**src/rtl/wt_cache_pkg.sv**
```systemverilog
// Shared types and constants for the icache refill path.
// Holds the per-slot status record, the issue-state enum and the beats-per-line helper.
package wt_cache_pkg;

  localparam int unsigned CntWidth = 8;

  typedef enum logic {
    ISSUE_IDLE,
    ISSUE_PEND
  } issue_state_e;

  typedef struct packed {
    logic                busy;
    logic                nc;
    logic                err;
    logic [CntWidth-1:0] cnt;
  } slot_rec_t;

  function automatic int unsigned beats_per_line(input int unsigned line_width,
                                                 input int unsigned data_width);
    return line_width / data_width;
  endfunction

  localparam int unsigned BeatsPerLine = beats_per_line(128, 64);

endpackage

```
**src/rtl/icache_refill_slot.sv**
```systemverilog
// One outstanding refill: owns the line buffer, beat counter, error flag and tid.
// Busy drops on the edge that stores the last beat, so the slot is free while its line returns.
module icache_refill_slot
  import wt_cache_pkg::*;
#(
  parameter int unsigned LineWidth = 128,
  parameter int unsigned DataWidth = 64,
  parameter int unsigned TidWidth  = 2
) (
  input  logic                 clk_i,
  input  logic                 rst_ni,
  input  logic                 alloc_i,
  input  logic [TidWidth-1:0]  alloc_tid_i,
  input  logic                 alloc_nc_i,
  input  logic                 beat_i,
  input  logic                 last_i,
  input  logic [DataWidth-1:0] data_i,
  input  logic                 err_i,
  output logic                 busy_o,
  output logic [TidWidth-1:0]  tid_o,
  output logic                 err_o,
  output logic [LineWidth-1:0] line_o
);

  localparam int unsigned Beats    = beats_per_line(LineWidth, DataWidth);
  localparam int unsigned IdxWidth = (Beats > 1) ? $clog2(Beats) : 1;
  localparam logic [CntWidth-1:0] CntMax = CntWidth'(Beats - 1);

  slot_rec_t            rec_q;
  logic [TidWidth-1:0]  tid_q;
  logic [DataWidth-1:0] words_q [Beats];
  logic [IdxWidth-1:0]  wr_idx;

  // Non-cacheable data always lands in word 0; cacheable beats follow the counter.
  assign wr_idx = rec_q.nc ? '0 : rec_q.cnt[IdxWidth-1:0];

  // NOTE: state uses non-blocking assignments so every slot samples the same pre-edge values.
  always_ff @(posedge clk_i) begin
    if (!rst_ni) begin
      rec_q <= '0;
      tid_q <= '0;
      // NOTE: the buffer is reset explicitly because the returned line must read as zero after reset.
      for (int w = 0; w < Beats; w++) words_q[w] <= '0;
    end else if (alloc_i) begin
      rec_q <= '{busy: 1'b1, nc: alloc_nc_i, err: 1'b0, cnt: '0};
      tid_q <= alloc_tid_i;
      for (int w = 0; w < Beats; w++) words_q[w] <= '0;
    end else if (beat_i && rec_q.busy) begin
      for (int w = 0; w < Beats; w++) begin
        if (IdxWidth'(w) == wr_idx) words_q[w] <= data_i;
      end
      rec_q.err <= rec_q.err | err_i;
      if (rec_q.cnt != CntMax) rec_q.cnt <= rec_q.cnt + CntWidth'(1);
      if (last_i) rec_q.busy <= 1'b0;
    end
  end

  assign busy_o = rec_q.busy;
  assign tid_o  = tid_q;
  assign err_o  = rec_q.err;

  for (genvar w = 0; w < Beats; w++) begin : g_word
    assign line_o[w*DataWidth +: DataWidth] = words_q[w];
  end

endmodule

```
**src/rtl/icache_axi_refill_adapter.sv**
```systemverilog
// Turns icache misses into bus read bursts and reassembles returning beats into lines.
// Up to NumTxn refills in flight; beats may interleave across slots in any order.
module icache_axi_refill_adapter
  import wt_cache_pkg::*;
#(
  parameter  int unsigned LineWidth = 128,
  parameter  int unsigned DataWidth = 64,
  parameter  int unsigned NumTxn    = 2,
  parameter  int unsigned PlenWidth = 56,
  parameter  int unsigned TidWidth  = 2,
  localparam int unsigned IdWidth   = (NumTxn > 1) ? $clog2(NumTxn) : 1
) (
  input  logic                 clk_i,
  input  logic                 rst_ni,
  input  logic                 req_valid_i,
  output logic                 req_ready_o,
  input  logic [PlenWidth-1:0] req_paddr_i,
  input  logic                 req_nc_i,
  input  logic [TidWidth-1:0]  req_tid_i,
  output logic                 rd_req_o,
  input  logic                 rd_gnt_i,
  output logic [63:0]          rd_addr_o,
  output logic [7:0]           rd_blen_o,
  output logic [IdWidth-1:0]   rd_id_o,
  input  logic                 rd_valid_i,
  input  logic                 rd_last_i,
  input  logic [IdWidth-1:0]   rd_id_i,
  input  logic [DataWidth-1:0] rd_data_i,
  input  logic                 rd_err_i,
  output logic                 rtrn_valid_o,
  output logic [TidWidth-1:0]  rtrn_tid_o,
  output logic [LineWidth-1:0] rtrn_data_o,
  output logic                 rtrn_err_o,
  output logic                 unexp_o,
  output logic                 busy_o
);

  localparam int unsigned Beats    = beats_per_line(LineWidth, DataWidth);
  localparam logic [7:0]  BlenLine = 8'(Beats - 1);

  logic [NumTxn-1:0]    slot_busy;
  logic [NumTxn-1:0]    slot_err;
  logic [NumTxn-1:0]    alloc;
  logic [NumTxn-1:0]    beat_sel;
  logic [TidWidth-1:0]  slot_tid  [NumTxn];
  logic [LineWidth-1:0] slot_line [NumTxn];

  logic               free_any;
  logic [IdWidth-1:0] free_idx;
  logic               accept;
  logic               beat_hit;

  issue_state_e       state_q, state_d;
  logic [63:0]        addr_q;
  logic [7:0]         blen_q;
  logic [IdWidth-1:0] id_q;

  logic               ret_valid_q;
  logic [IdWidth-1:0] ret_slot_q;
  logic               unexp_q;

  // NOTE: every variable written here gets a default first so no latch is inferred.
  always_comb begin
    free_any = 1'b0;
    free_idx = '0;
    for (int s = NumTxn - 1; s >= 0; s--) begin
      if (!slot_busy[s]) begin
        free_any = 1'b1;
        free_idx = IdWidth'(s);
      end
    end
  end

  // A grant in the same cycle frees the issue register for the next request.
  assign req_ready_o = rst_ni & free_any & ((state_q == ISSUE_IDLE) | rd_gnt_i);
  assign accept      = req_valid_i & req_ready_o;

  always_comb begin
    state_d = state_q;
    case (state_q)
      ISSUE_IDLE: if (accept) state_d = ISSUE_PEND;
      ISSUE_PEND: if (rd_gnt_i && !accept) state_d = ISSUE_IDLE;
      default:    state_d = ISSUE_IDLE;
    endcase
  end

  always_ff @(posedge clk_i) begin
    if (!rst_ni) begin
      state_q <= ISSUE_IDLE;
      addr_q  <= '0;
      blen_q  <= '0;
      id_q    <= '0;
    end else begin
      state_q <= state_d;
      if (accept) begin
        addr_q <= 64'(req_paddr_i);
        blen_q <= req_nc_i ? 8'd0 : BlenLine;
        id_q   <= free_idx;
      end else if (state_q == ISSUE_PEND && rd_gnt_i) begin
        addr_q <= '0;
        blen_q <= '0;
        id_q   <= '0;
      end
    end
  end

  assign rd_req_o  = (state_q == ISSUE_PEND);
  assign rd_addr_o = addr_q;
  assign rd_blen_o = blen_q;
  assign rd_id_o   = id_q;

  always_comb begin
    for (int s = 0; s < NumTxn; s++) begin
      alloc[s]    = accept && (free_idx == IdWidth'(s));
      beat_sel[s] = rd_valid_i && (rd_id_i == IdWidth'(s));
    end
  end

  assign beat_hit = |(beat_sel & slot_busy);

  for (genvar s = 0; s < NumTxn; s++) begin : g_slot
    icache_refill_slot #(
      .LineWidth (LineWidth),
      .DataWidth (DataWidth),
      .TidWidth  (TidWidth)
    ) u_slot (
      .clk_i       (clk_i),
      .rst_ni      (rst_ni),
      .alloc_i     (alloc[s]),
      .alloc_tid_i (req_tid_i),
      .alloc_nc_i  (req_nc_i),
      .beat_i      (beat_sel[s]),
      .last_i      (rd_last_i),
      .data_i      (rd_data_i),
      .err_i       (rd_err_i),
      .busy_o      (slot_busy[s]),
      .tid_o       (slot_tid[s]),
      .err_o       (slot_err[s]),
      .line_o      (slot_line[s])
    );
  end

  always_ff @(posedge clk_i) begin
    if (!rst_ni) begin
      ret_valid_q <= 1'b0;
      ret_slot_q  <= '0;
      unexp_q     <= 1'b0;
    end else begin
      ret_valid_q <= beat_hit & rd_last_i;
      ret_slot_q  <= rd_id_i;
      unexp_q     <= rd_valid_i & ~beat_hit;
    end
  end

  // The slot's tid and buffer stay intact until reallocation, which lands at the end of this cycle.
  always_comb begin
    rtrn_tid_o  = '0;
    rtrn_data_o = '0;
    rtrn_err_o  = 1'b0;
    if (ret_valid_q) begin
      for (int s = 0; s < NumTxn; s++) begin
        if (ret_slot_q == IdWidth'(s)) begin
          rtrn_tid_o  = slot_tid[s];
          rtrn_data_o = slot_line[s];
          rtrn_err_o  = slot_err[s];
        end
      end
    end
  end

  assign rtrn_valid_o = ret_valid_q;
  assign unexp_o      = unexp_q;
  assign busy_o       = (|slot_busy) | (state_q == ISSUE_PEND);

endmodule

```
**config.mk**
```make
export PLATFORM = sky130hd
export DESIGN_NAME = icache_axi_refill_adapter
export DESIGN_NICKNAME = d
export VERILOG_FILES = /design/src/rtl/wt_cache_pkg.sv /design/src/rtl/icache_refill_slot.sv /design/src/rtl/icache_axi_refill_adapter.sv
export SDC_FILE = /design/constraint.sdc
export NUM_CORES = 1
export LEC_CHECK = 0
export CAP_MARGIN = 20
export CORE_MARGIN = 2
export CORE_UTILIZATION = 45
export CTS_BUF_LIST = sky130_fd_sc_hd__clkbuf_16
export DETAILED_ROUTE_END_ITERATION = 10
export GPL_TIMING_DRIVEN = 0
export PLACE_DENSITY = 0.7
export SLEW_MARGIN = 30
export SYNTH_ARGS = -nofsm -noshare
export SYNTH_HDL_FRONTEND = slang
export SYNTH_SLANG_ARGS = --single-unit
```
**constraint.sdc**
```tcl
create_clock -name clk_i -period 12.05 [get_ports clk_i]
set_input_delay 1.205 -clock clk_i [delete_from_list [all_inputs] [get_ports clk_i]]
set_output_delay 1.205 -clock clk_i [all_outputs]
set_load 0.02 [all_outputs]
```
==> reports/summary.txt <==
synth top area cells: edfxtp_1 52%, mux2i_1 13%, dfxtp_1 12%, nor2b_1 5.6%, nand2_1 3.5%
H-tree Lvls: 2
Syn Area/Cell: 13.0 um^2
fin nets: 1655
initial antenna violation count: 3
post-CTS sizing: 0
fmax: 0.210 GHz
post-synthesis register bit count: 344
routed vias/inst: 5.02
CTS max path bufs: 3
Routability Congestion: 0.834
Post-Place Setup Slack: 7.23 ns
worst setup path class: input port to output pin
TritonCTS Buffers: 36
TritonRoute pass-1 iters: 5
CP Launch Point: rst_ni
Slew HR: 0.373
Routed Antenna Nets: 0
clock sinks: 344
met2 Track Usage GR: 0.392
CP Buf/Inv Count: 5
final setup vio count: 0
Die ar.: 0.0342 mm^2
Syn Inst Count: 1135
Min Clock Period, post-route: 4.76 ns
worst hold path class: flop to flop
Port-buffer cells: 323
Setup TNS: 0 ns
GRT Residual Overflow: 0
CP max-delay cell: clkdlybuf4s50_1
met1 Track Usage GR: 0.273
Worst VDD drop: 94.4 uV
layer with the highest usage: met2
cell count after placement: 1924
max-cap viol count: 0
fin cells: 1990
M3 GR Usage: 0.0667
Core Area: 0.0324 mm^2
worst-margin pin slew: 0.937 ns
Ys Warns: 0
first-pass GRT wire length: 58.3 mm
wire per inst: 19.3 um
die width: 185 um
Clock Skew: 0.0140 ns
CTS Hold Bufs: 0
final WL: 38.4 mm
drt drc: 0
DP HPWL: 27.4 mm
DR vias: 9982
Netlist cell types: 49
Post-synth EDFFs: 256
Worst EP arrival: 3.55 ns
r2r setup slk: 9.46 ns
critical path, cell by cell: clkdlybuf4s50_1 > buf_2 > buf_2 > buf_2 > nand2_1 > nor2_1 > clkdlybuf4s50_1
# rows: 66
status: complete, no violations
GRT Util Overall: 0.226
CP top delay family: buffers and inverters
area delta synth->final: 35.3%
ratio of cells with drive above 1 in the final layout: 0.0737
overall die height: 185 um
pwr/cell area: 132 mW/mm^2
Final Hold Fails: 0
max incr delay on CP: 0.65 ns
Synth top area share: 0.521
reg-to-reg startpoint: g_slot[1].u_slot.busy_o
Pleak: 7.54 nW
Critical Path RT: 10.85 ns
sequential area share after synthesis: 0.641
CTS tree: done
number of global-route vias before repair: 10.2k
Worst Setup Slack, final: 7.29 ns
unrepaired setup endpoints after global routing: false
largest net degree at the start of global routing: 38
Critical Path Start Type: input port
asr flop ratio synth: 0
# Post-CTS Setup Buffers: 0
I/O Pins: 340
ys flop type: edfxtp_1
Root Buffer: clkbuf_16
Crit. End Element: output pin
clock insertion delay at the later pin of the skew report: 0.51 ns
final worst path period share: 0.395
starting density of the core: 0.456
post-layout util: 0.616
post-synth top area cell: edfxtp_1
Final Max Tran Viols: 0
Mapped Area: 0.0147 mm^2
CP Max Fanout: 10
most used cell, CP: buf_2
initial DRC count: 672
clk slew on worst S/H paths: 0.06 ns
HP Start: rd_addr_o[23]
power breakdown:
part	leakage (nW)	total [W]	switching, W	internal, W
clock	0.557	0.00102	0.000441	0.000578
combinational	3.53	0.000253	0.000135	0.000118
sequential	3.45	0.00136	0.0000199	0.00134
cell usage in the layout (no fill, tap or decap), types with 22 or more instances in the layout:
master	instances
edfxtp_1	256
and2_1	65
clkbuf_1	40
mux2i_1	197
nand2_1	137
clkbuf_16	37
clkdlybuf4s50_1	323
buf_2	22
buf_4	22
dfxtp_1	88
and3_1	66
nor2b_1	132
metrics by stage:
step | total power [W] | instance area [um^2] | hold slack (ns)
global route | 0.00272 | 20000 | 0.474
CTS | 0.00265 | 19900 | 0.458
finish | 0.00263 | 20000 | 0.457
detailed placement | 0.00164 | 18900 | 0.449
global placement | 0.00163 | 18600 | 0.441
floorplan | 0.00151 | 14800 | 0.434
layout make-up:
class                   instances  area [um^2]
fillers                      2560        12400
flip-flops and latches        344         9450
multi-input cells             706         4890
repair buffers                333         3480
clock buffers                  37          926
well taps                     442          553
plain buffers                  90          464
clock inverters                28          153
inverters                       9         33.8
diodes                          1         2.50
cell usage after synthesis, drive strengths merged, types with 2 or more instances:
library cell	n
edfxtp	256
mux2i	197
nand2	138
nor2b	133
dfxtp	88
and3	66
and2	65
buf	49
clkbuf	41
a21oi	13
inv	9
o21ai	8
or3	7
nor2	6
nand3	5
ha	4
nand4	4
nor3	4
o21a	4
o311ai	4
o31ai	4
a211oi	3
a21boi	3
a21o	3
nand2b	3
or4	3
nor3b	2
o211ai	2
o21bai	2
state kept, by name, indices dropped and copies added, names as in the netlist:
signal	count
rd_blen_o	1
g_slot.u_slot.err_o	2
rd_id_o	1
unexp_o	1
g_slot.u_slot.rec_q	18
rd_req_o	1
g_slot.u_slot.busy_o	2
g_slot.u_slot.tid_o	4
g_slot.u_slot.words_q	256
rtrn_valid_o	1
ret_slot_q	1
rd_addr_o	56
cells by family after synthesis:
group,synth area share
other,0.000254
adder cells (fa/ha/maj),0.00339
AO/OA/AOI/OAI,0.0224
AND/OR/NAND/NOR,0.166
buffers and inverters,0.0338
flip-flops,0.641
multiplexers,0.134
layer usage:
layer	share of wire	wire length, um
met5	0.00065	25
met4	0.026	988
met3	0.096	3670
met2	0.49	18600
met1	0.39	15100
final timing paths:
kind,end,cells after the start
hold reg to reg,rd_addr_o[23],2
setup reg to reg,g_slot[1].u_slot.words_q[0][38],7
hold / removal,rd_addr_o[23],2
setup / recovery,req_ready_o,7
worst min-delay path, delay by kind of cell, from the launching register on:
kind | cells | cell delay (ns)
mux | 1 | 0.05
flops | 1 | 0.31
simple gates | 1 | 0.05
No activity file was read; power rests on OpenSTA's default activity.
